[src/rtl/lift_car_ctrl.sv]
// Three-floor lift car controller: latches calls, SCAN scheduling, travel and door-dwell timing.
// Optional build macro LIFT_DOOR_HOLD_EN adds a door_hold input that freezes the door dwell timer.
module lift_car_ctrl #(
  parameter int TRAVEL_CYCLES = 8,
  parameter int DOOR_CYCLES   = 4
) (
  input  logic       clk,
  input  logic       rst_n,
  input  logic [2:0] call,
`ifdef LIFT_DOOR_HOLD_EN
  input  logic       door_hold,
`endif
  output logic       m,
  output logic       f1,
  output logic       f2,
  output logic       f3,
  output logic [1:0] floor,
  output logic       dir,
  output logic [2:0] pending
);

  localparam int MAXC = (TRAVEL_CYCLES > DOOR_CYCLES) ? TRAVEL_CYCLES : DOOR_CYCLES;
  localparam int TW   = $clog2(MAXC) + 1;
  localparam logic [TW-1:0] T_LAST = TW'(TRAVEL_CYCLES - 1);
  localparam logic [TW-1:0] D_LAST = TW'(DOOR_CYCLES - 1);

  typedef enum logic [1:0] {IDLE = 2'd0, MOVE = 2'd1, DOOR = 2'd2} state_t;

  state_t          state, state_nx;
  logic [TW-1:0]   timer, timer_nx;
  logic [1:0]      floor_nx, arr_floor;
  logic            dir_nx, hold, m_nx;
  logic [2:0]      pending_nx, clr, f_nx;
  logic [2:0]      here, above, below, arr_mask, arr_above, arr_below;

  function automatic logic [2:0] mask_of(input logic [1:0] fl);
    case (fl)
      2'd1:    mask_of = 3'b001;
      2'd2:    mask_of = 3'b010;
      2'd3:    mask_of = 3'b100;
      default: mask_of = 3'b000;
    endcase
  endfunction

  function automatic logic [2:0] above_of(input logic [1:0] fl);
    case (fl)
      2'd1:    above_of = 3'b110;
      2'd2:    above_of = 3'b100;
      default: above_of = 3'b000;
    endcase
  endfunction

  function automatic logic [2:0] below_of(input logic [1:0] fl);
    case (fl)
      2'd2:    below_of = 3'b001;
      2'd3:    below_of = 3'b011;
      default: below_of = 3'b000;
    endcase
  endfunction

`ifdef LIFT_DOOR_HOLD_EN
  assign hold = door_hold;
`else
  assign hold = 1'b0;
`endif

  // Arrival masks describe the floor the car reaches at the end of the current crossing.
  assign arr_floor = dir ? floor + 2'd1 : floor - 2'd1;
  assign here      = mask_of(floor);
  assign above     = above_of(floor);
  assign below     = below_of(floor);
  assign arr_mask  = mask_of(arr_floor);
  assign arr_above = above_of(arr_floor);
  assign arr_below = below_of(arr_floor);

  always_ff @(posedge clk or negedge rst_n) begin
    if (!rst_n) begin
      state   <= IDLE;
      timer   <= '0;
      floor   <= 2'd1;
      dir     <= 1'b1;
      pending <= 3'b000;
      m       <= 1'b0;
      {f3, f2, f1} <= 3'b000;
    end else begin
      state   <= state_nx;
      timer   <= timer_nx;
      floor   <= floor_nx;
      dir     <= dir_nx;
      pending <= pending_nx;
      m       <= m_nx;
      {f3, f2, f1} <= f_nx;
    end
  end

  always_comb begin
    state_nx = state;
    timer_nx = timer;
    floor_nx = floor;
    dir_nx   = dir;
    clr      = 3'b000;
    case (state)
      IDLE: begin
        timer_nx = '0;
        if (|(pending & here)) begin
          state_nx = DOOR;
          clr      = here;
        end else if (|(pending & above) && (dir || !(|(pending & below)))) begin
          state_nx = MOVE;
          dir_nx   = 1'b1;
        end else if (|(pending & below)) begin
          state_nx = MOVE;
          dir_nx   = 1'b0;
        end
      end
      MOVE: begin
        if (timer == T_LAST) begin
          timer_nx = '0;
          floor_nx = arr_floor;
          if (|(pending & arr_mask)) begin
            state_nx = DOOR;
            clr      = arr_mask;
          end else if (!(|(pending & (dir ? arr_above : arr_below)))) begin
            state_nx = IDLE;
          end
        end else begin
          timer_nx = timer + TW'(1);
        end
      end
      DOOR: begin
        if (|(call & here)) begin
          timer_nx = '0;
        end else if (!hold) begin
          if (timer == D_LAST) begin
            state_nx = IDLE;
            timer_nx = '0;
          end else begin
            timer_nx = timer + TW'(1);
          end
        end
      end
      default: begin
        state_nx = IDLE;
        timer_nx = '0;
      end
    endcase
    // A call for the floor being serviced extends the dwell instead of being queued.
    pending_nx = (pending | call) & ~clr & ~((state == DOOR) ? here : 3'b000);
  end

  always_comb begin
    m_nx = (state_nx == MOVE);
    f_nx = (state_nx == DOOR) ? mask_of(floor_nx) : 3'b000;
  end

endmodule

[config.mk]
export PLATFORM = sky130hd
export DESIGN_NAME = lift_car_ctrl
export DESIGN_NICKNAME = d
export VERILOG_FILES = /design/src/rtl/lift_car_ctrl.sv
export SDC_FILE = /design/constraint.sdc
export NUM_CORES = 1
export LEC_CHECK = 0
export ABC_AREA = 0
export CELL_PAD_IN_SITES_DETAIL_PLACEMENT = 1
export CELL_PAD_IN_SITES_GLOBAL_PLACEMENT = 2
export CORE_MARGIN = 2
export CORE_UTILIZATION = 36
export CTS_CLUSTER_DIAMETER = 80
export DETAILED_ROUTE_END_ITERATION = 10
export GPL_TIMING_DRIVEN = 0
export PLACE_DENSITY = 0.83
export SYNTH_ARGS = -nofsm -noshare
export SYNTH_HDL_FRONTEND = slang
export SYNTH_SLANG_ARGS = --single-unit
[constraint.sdc]
create_clock -name clk -period 5.2 [get_ports clk]
set_input_delay 0.52 -clock clk [delete_from_list [all_inputs] [get_ports clk]]
set_output_delay 0.52 -clock clk [all_outputs]
set_load 0.02 [all_outputs]
==> run_results.csv, run 1 <==
group,metric,value,unit
run_status,status,"finished clean",
place,dpl.hpwl,1854,µm
logic_synthesis,synth.distinct_cells,35,
logic_synthesis,yosys_warnings,0,
worst_hold_path,hold_path_class,"reg2reg",
cells_and_area,layout_common_cells,"14 x ha_1, 14 x dfrtp_1, 14 x clkdlybuf4s50_1",
logic_synthesis,synth_seq_area_share,39.66,%
die,core_area,2710,µm²
clock_tree,clock_latency,290,ps
logic_synthesis,syn_area,1016,µm²
cells_and_area,postLayoutCoreUtil,45.06,%
logic_synthesis,yosysTopAreaCellShare,34.48,%
global_route,track_usage,16.44,%
timing,clock-skew-final,5.770,ps
place,dpl_cell_area,1195,µm²
detailed_routing,wire_per_inst,16.37,µm
worst_setup_path,crit_path_end_kind,"flip-flop",
die,start_util,37.49,%
timing,min_period,3018,ps
timing,finalSetupViolations,0,
logic_synthesis,synth_flop_cell,"dfrtp_1",
detailed_routing,drcViolationCount,0,
flow_run,cap_violations,0,
worst_setup_path,crit_fanout,8,
timing,rsz0062_at_grt,"false",
clock_tree,post_cts_buffers,0,
cells_and_area,layout-drive-gt1-share,9.483,%
die,rows,19,
cells_and_area,n_antenna_cell,0,
cells_and_area,synthToLayoutAreaGrowth,20.20,%
logic_synthesis,yosysTopAreaCell,"dfrtp_1",
power_and_ir_drop,ir_drop,0.1968,mV
place,portBuffers,14,
timing,final_max_slew_viol_count,0,
clock_tree,clk_pin_slew_worst_paths,100,ps
cells_and_area,design_area,1221,µm²
global_route,grt_pass1_wl,4153,µm
clock_tree,postCtsHoldBufs,0,
timing,tightest_slew,719.5,ps
global_route,first_global_vias,843,
detailed_routing,totalWireLength,2407,µm
place,gp_congestion,0.7897,
die,die_area,3263,µm²
worst_setup_path,cp.arrival,3170,ps
timing,final_hold_viol_count,0,
die,pin_count,15,
die,die_h,57.13,µm
clock_tree,root_buffer,"clkbuf_4",
clock_tree,cts.repair.resized,0,
power_and_ir_drop,finalPower,0.0004303,W
worst_setup_path,start_kind,"flip-flop",
detailed_routing,vias_per_cell,5.537,
logic_synthesis,async_reset_ff_share,100.0,%
logic_synthesis,synth-edff-count,0,
die,die_x,57.13,µm
logic_synthesis,syn_nets,117,
power_and_ir_drop,p_leak,0.6169,nW
logic_synthesis,netlist_instances,98,
detailed_routing,drtPass1Iterations,4,
worst_setup_path,crit_type,"reg2reg",
detailed_routing,dr_total_vias,814,
global_route,antenna_found_initial,0,
clock_tree,cts_tree,"done",
timing,tns,0,ps
timing,maxSlewHeadroom,51.88,%
timing,whs,463.1,ps
cells_and_area,finalNetCount,136,
timing,max_freq,0.3313,GHz
logic_synthesis,synth.area.top_cells,"dfrtp_1 34%, ha_1 17%, dfstp_2 5.2%, nor2_1 4.4%, a222oi_1 3.0%",
clock_tree,clock_sinks,16,
power_and_ir_drop,powerDensity,352.4,nW/µm²
logic_synthesis,avgSynthCellArea,10.37,µm²
logic_synthesis,synth_seq_cells,16,
global_route,grt.overflow.total,0,
detailed_routing,first_iter_violations,45,
clock_tree,ctsLongestPathBuffers,2,
clock_tree,cts_max_level,1,
timing,fin_crit_sh,58.05,%
global_route,grt_start_max_net_pins,17,
clock_tree,cts-buffers-inserted,3,
worst_setup_path,cp.required,5350,ps
detailed_routing,antenna_left,0,
==> metrics by stage <==
stage	worst slack, ps	std cells
2_1_floorplan	2515	98
3_3_place_gp	2266	143
3_5_place_dp	2200	143
4_1_cts	2164	147
5_1_grt	1958	147
6_report	2182	147
==> cell usage after synthesis (3+ instances only) <==
| master | number |
|---|---|
| inv_1 | 7 |
| nor3b_1 | 3 |
| a221oi_1 | 3 |
| ha_1 | 14 |
| dfrtp_1 | 14 |
| a222oi_1 | 3 |
| nand2_1 | 7 |
| nor2_1 | 12 |
==> where the power goes <==
group / switching, W / total (W) / internal, W
Sequential: 0.0000193 / 0.000164 / 0.000145
Combinational: 0.000109 / 0.000197 / 0.0000879
Clock: 0.0000390 / 0.0000688 / 0.0000298
==> state kept, by name, indices dropped and copies added, names as in the netlist <==
register	flops
m	1
timer	4
f2	1
f1	1
floor	2
dir	1
state	2
pending	3
f3	1
==> final timing paths <==
kind / start / endpoint / slack [ps] / cells past startpoint
setup reg to reg: floor[0]$_DFF_PN1_ / f1$_DFF_PN0_ / 2180 / 10
max in group asynchronous: rst_n / floor[1]$_DFF_PN0_ / 4090 / 1
min in group asynchronous: rst_n / timer[2]$_DFF_PN0_ / 650 / 1
hold / removal: timer[0]$_DFF_PN0_ / timer[0]$_DFF_PN0_ / 460 / 1
setup / recovery: floor[0]$_DFF_PN1_ / f1$_DFF_PN0_ / 2180 / 10
hold reg to reg: timer[0]$_DFF_PN0_ / timer[0]$_DFF_PN0_ / 460 / 1
==> critical path, cell delays in order, from the launching register on <==
cell	delay, ps
dfstp_2	630
inv_1	100
ha_1	350
xnor2_1	260
inv_1	130
ha_1	240
a222oi_1	530
nor2_1	100
o211a_1	250
nor2_1	210
nor4_1	90
==> logic make-up (layout without fill, tap and decap cells) <==
kind of cell | count (synthesis) | in the layout | synth area share [%]
xor+xnor | 4 | 4 | 3.449
simple gates | 34 | 34 | 18.23
flops | 16 | 16 | 39.66
buf+inv | 9 | 27 | 4.680
compound gates | 21 | 21 | 16.75
fa+ha+maj | 14 | 14 | 17.24
==> cell type report <==
class                      instances  area (µm²)
inverter                           8       43.79
tap                               31       38.79
fill                             327        1489
timing repair buffer              14       140.1
sequential                        16       402.9
buffer                             1       3.754
clock buffer                       4       26.28
multi-input combinational         73       565.5
==> metal layers <==
layer,vias up,share of wire [%],track usage [%]
li1,388,-,-
met1,399,44,21.09
met2,23,50,27.91
met3,4,4.7,3.401
met4,0,0.87,4.983
met5,-,0,0
(Power assumes the default switching activity.)
==> run 2, diff against run 1 <==
--- a/config.mk
+++ b/config.mk
@@ -9,11 +9,11 @@
 export CELL_PAD_IN_SITES_DETAIL_PLACEMENT = 1
 export CELL_PAD_IN_SITES_GLOBAL_PLACEMENT = 2
 export CORE_MARGIN = 2
-export CORE_UTILIZATION = 36
+export CORE_UTILIZATION = 30
 export CTS_CLUSTER_DIAMETER = 80
 export DETAILED_ROUTE_END_ITERATION = 10
 export GPL_TIMING_DRIVEN = 0
-export PLACE_DENSITY = 0.83
+export PLACE_DENSITY = 0.74
 export SYNTH_ARGS = -nofsm -noshare
 export SYNTH_HDL_FRONTEND = slang
 export SYNTH_SLANG_ARGS = --single-unit
==> constraint.sdc (replaced) <==
create_clock -name clk -period 2.5 [get_ports clk]
set_input_delay 0.25 -clock clk [delete_from_list [all_inputs] [get_ports clk]]
set_output_delay 0.25 -clock clk [all_outputs]
set_load 0.02 [all_outputs]
==> run 2 against run 1 <==
Net effect:
- die area up 19%
- sequential cell count unchanged
- largest power group unchanged
- worst hold slack lost 87 ps
- global-route usage decreased by 2.8 points
- register-to-register slack got worse by 2200 ps
- highest routed layer unchanged
- sequential share of layout area down 4.2 points
==> run_results.csv, run 2 (synthesis results as in run 1) <==
group,metric,value,unit
detailed_routing,vias_per_cell,5.035,
worst_setup_path,cp_cell_sequence,"inv_4 -> ha_4 -> xnor2_4 -> inv_2 -> ha_4 -> a222oi_1 -> buf_4 -> nor2_4 -> o211a_4 -> nor3_4 -> and2_1",
clock_tree,clock_sinks,16,
timing,fin_crit_sh,99.59,%
clock_tree,postCtsHoldBufs,0,
timing,max_freq,0.4016,GHz
die,die_area,3868,µm²
global_route,first_global_vias,942,
cells_and_area,largest_reg_flops,4,
timing,tightest_slew,712.2,ps
global_route,track_usage,13.59,%
run_status,status,"finished clean",
place,dpl.hpwl,1867,µm
cells_and_area,layout_common_cells,"14 x clkdlybuf4s50_1, 13 x dfrtp_1, 12 x ha_1",
cells_and_area,regMostFlops,"timer",
flow_run,cap_violations,0,
worst_setup_path,cp.arrival,2720,ps
cells_and_area,seq_area,404.1,µm²
worst_setup_path,start_kind,"flip-flop",
global_route,grt_pass1_wl,4236,µm
cells_and_area,multi_input_area,654.4,µm²
place,dpl_cell_area,1236,µm²
clock_tree,clock_latency,290,ps
timing,final_hold_viol_count,0,
power_and_ir_drop,p_leak,0.6584,nW
cells_and_area,finalNetCount,144,
detailed_routing,totalWireLength,2452,µm
cells_and_area,n_antenna_cell,0,
die,pin_count,15,
cells_and_area,layout_commonest_cell,"clkdlybuf4s50_1",
clock_tree,cts-buffers-inserted,3,
clock_tree,root_buffer,"clkbuf_4",
cells_and_area,postLayoutCoreUtil,42.70,%
timing,final_max_slew_viol_count,0,
die,core_area,3284,µm²
timing,min_period,2490,ps
die,die_h,62.20,µm
die,die_x,62.20,µm
timing,whs,375.8,ps
detailed_routing,first_iter_violations,20,
clock_tree,ctsLongestPathBuffers,2,
die,rows,21,
power_and_ir_drop,powerDensity,715.0,nW/µm²
detailed_routing,drcViolationCount,0,
cells_and_area,layout-drive-gt1-share,25.00,%
worst_setup_path,critPathSlowestCell,"dfstp_2",
worst_setup_path,crit_type,"reg2reg",
worst_setup_path,max_stage_delay,580,ps
power_and_ir_drop,finalPower,0.001003,W
worst_setup_path,critical_path_buf_inv_count,3,
worst_setup_path,cp_top_family,"compound AO/OA/AOI/OAI gates",
clock_tree,clk_pin_slew_worst_paths,100,ps
timing,clock-skew-final,2.424,ps
detailed_routing,antenna_left,0,
cells_and_area,nFillCells,384,
place,dp_cells,158,
cells_and_area,synthToLayoutAreaGrowth,38.05,%
place,gp_congestion,0.8207,
timing,finalSetupViolations,0,
global_route,antenna_found_initial,0,
die,start_util,30.93,%
global_route,grt_start_max_net_pins,17,
worst_setup_path,cpMostUsedCell,"ha_4",
detailed_routing,dr_total_vias,856,
global_route,grt.overflow.total,0,
cells_and_area,top_regs,"timer: 4 flops, pending: 3 flops",
place,portBuffers,14,
timing,maxSlewHeadroom,52.37,%
cells_and_area,final_cells,170,
clock_tree,cts_max_level,1,
power_and_ir_drop,ir_drop,0.3585,mV
worst_setup_path,cp.required,2730,ps
detailed_routing,wire_per_inst,14.42,µm
clock_tree,cts_tree,"done",
worst_setup_path,crit_path_end_kind,"flip-flop",
worst_hold_path,hold_path_class,"in2async",
detailed_routing,drtPass1Iterations,4,
worst_setup_path,crit_fanout,3,
timing,rsz0062_at_grt,"true",
cells_and_area,design_area,1403,µm²
[run 2: cell count changes in the layout (fill, tap and decap cells not counted), moves of 2 or more]
cell	previous run	this run
inv_1	7	5
ha_1	14	12
buf_4	0	8
ha_4	0	2
nor2_1	12	10
nor2_4	0	2
[run 2: path summary, 6_finish.rpt]
kind | startpoint | end | slack (ps) | depth (start not counted)
worst max-delay path | floor[0]$_DFF_PN1_ | m$_DFF_PN0_ | 10 | 11
min in group clk | timer[0]$_DFF_PN0_ | timer[0]$_DFF_PN0_ | 470 | 1
max in group asynchronous | rst_n | floor[1]$_DFF_PN0_ | 1630 | 1
worst max register to register | floor[0]$_DFF_PN1_ | m$_DFF_PN0_ | 10 | 11
worst min-delay path | rst_n | pending[0]$_DFF_PN0_ | 380 | 1
worst min register to register | timer[0]$_DFF_PN0_ | timer[0]$_DFF_PN0_ | 470 | 1
[run 2: repair_timing]
item | 4_1_cts | 5_1_grt
endpoints found under the setup margin | 9 | 7
resized for setup | 5 | 9
buffers inserted | 4 | 4
gates cloned | 0 | 0
pin swaps | 9 | 10
[run 2: area by class of cell]
cell class	instances	area share, %
tap	46	4.103
inverter	8	3.301
sequential	16	28.81
clock buffer	4	2.587
buffer	1	0.2676
multi-input combinational	73	46.65
timing repair buffer	22	14.27
[run 2: where the power goes]
part,switching (W),internal [W]
logic,0.000258,0.000229
clock network,0.0000873,0.0000886
registers,0.0000387,0.000301
[run 2: through the flow]
step	TNS, ps	worst slack, ps
floorplan	-9.161	-9.161
global placement	-1122	-229.1
detailed placement	-1522	-262.7
CTS	-5.140	-5.140
global route	-496.3	-104.5
finish	0	10.13
[run 2: metal layers]
metal,part of all wire [%],vias to the layer above,track usage [%],wire (µm)
li1,-,404,-,-
met1,44,431,16.90,1086
met2,50,17,23.64,1222
met3,4.9,4,2.899,119
met4,0.94,0,4.167,23
met5,0,-,0,0
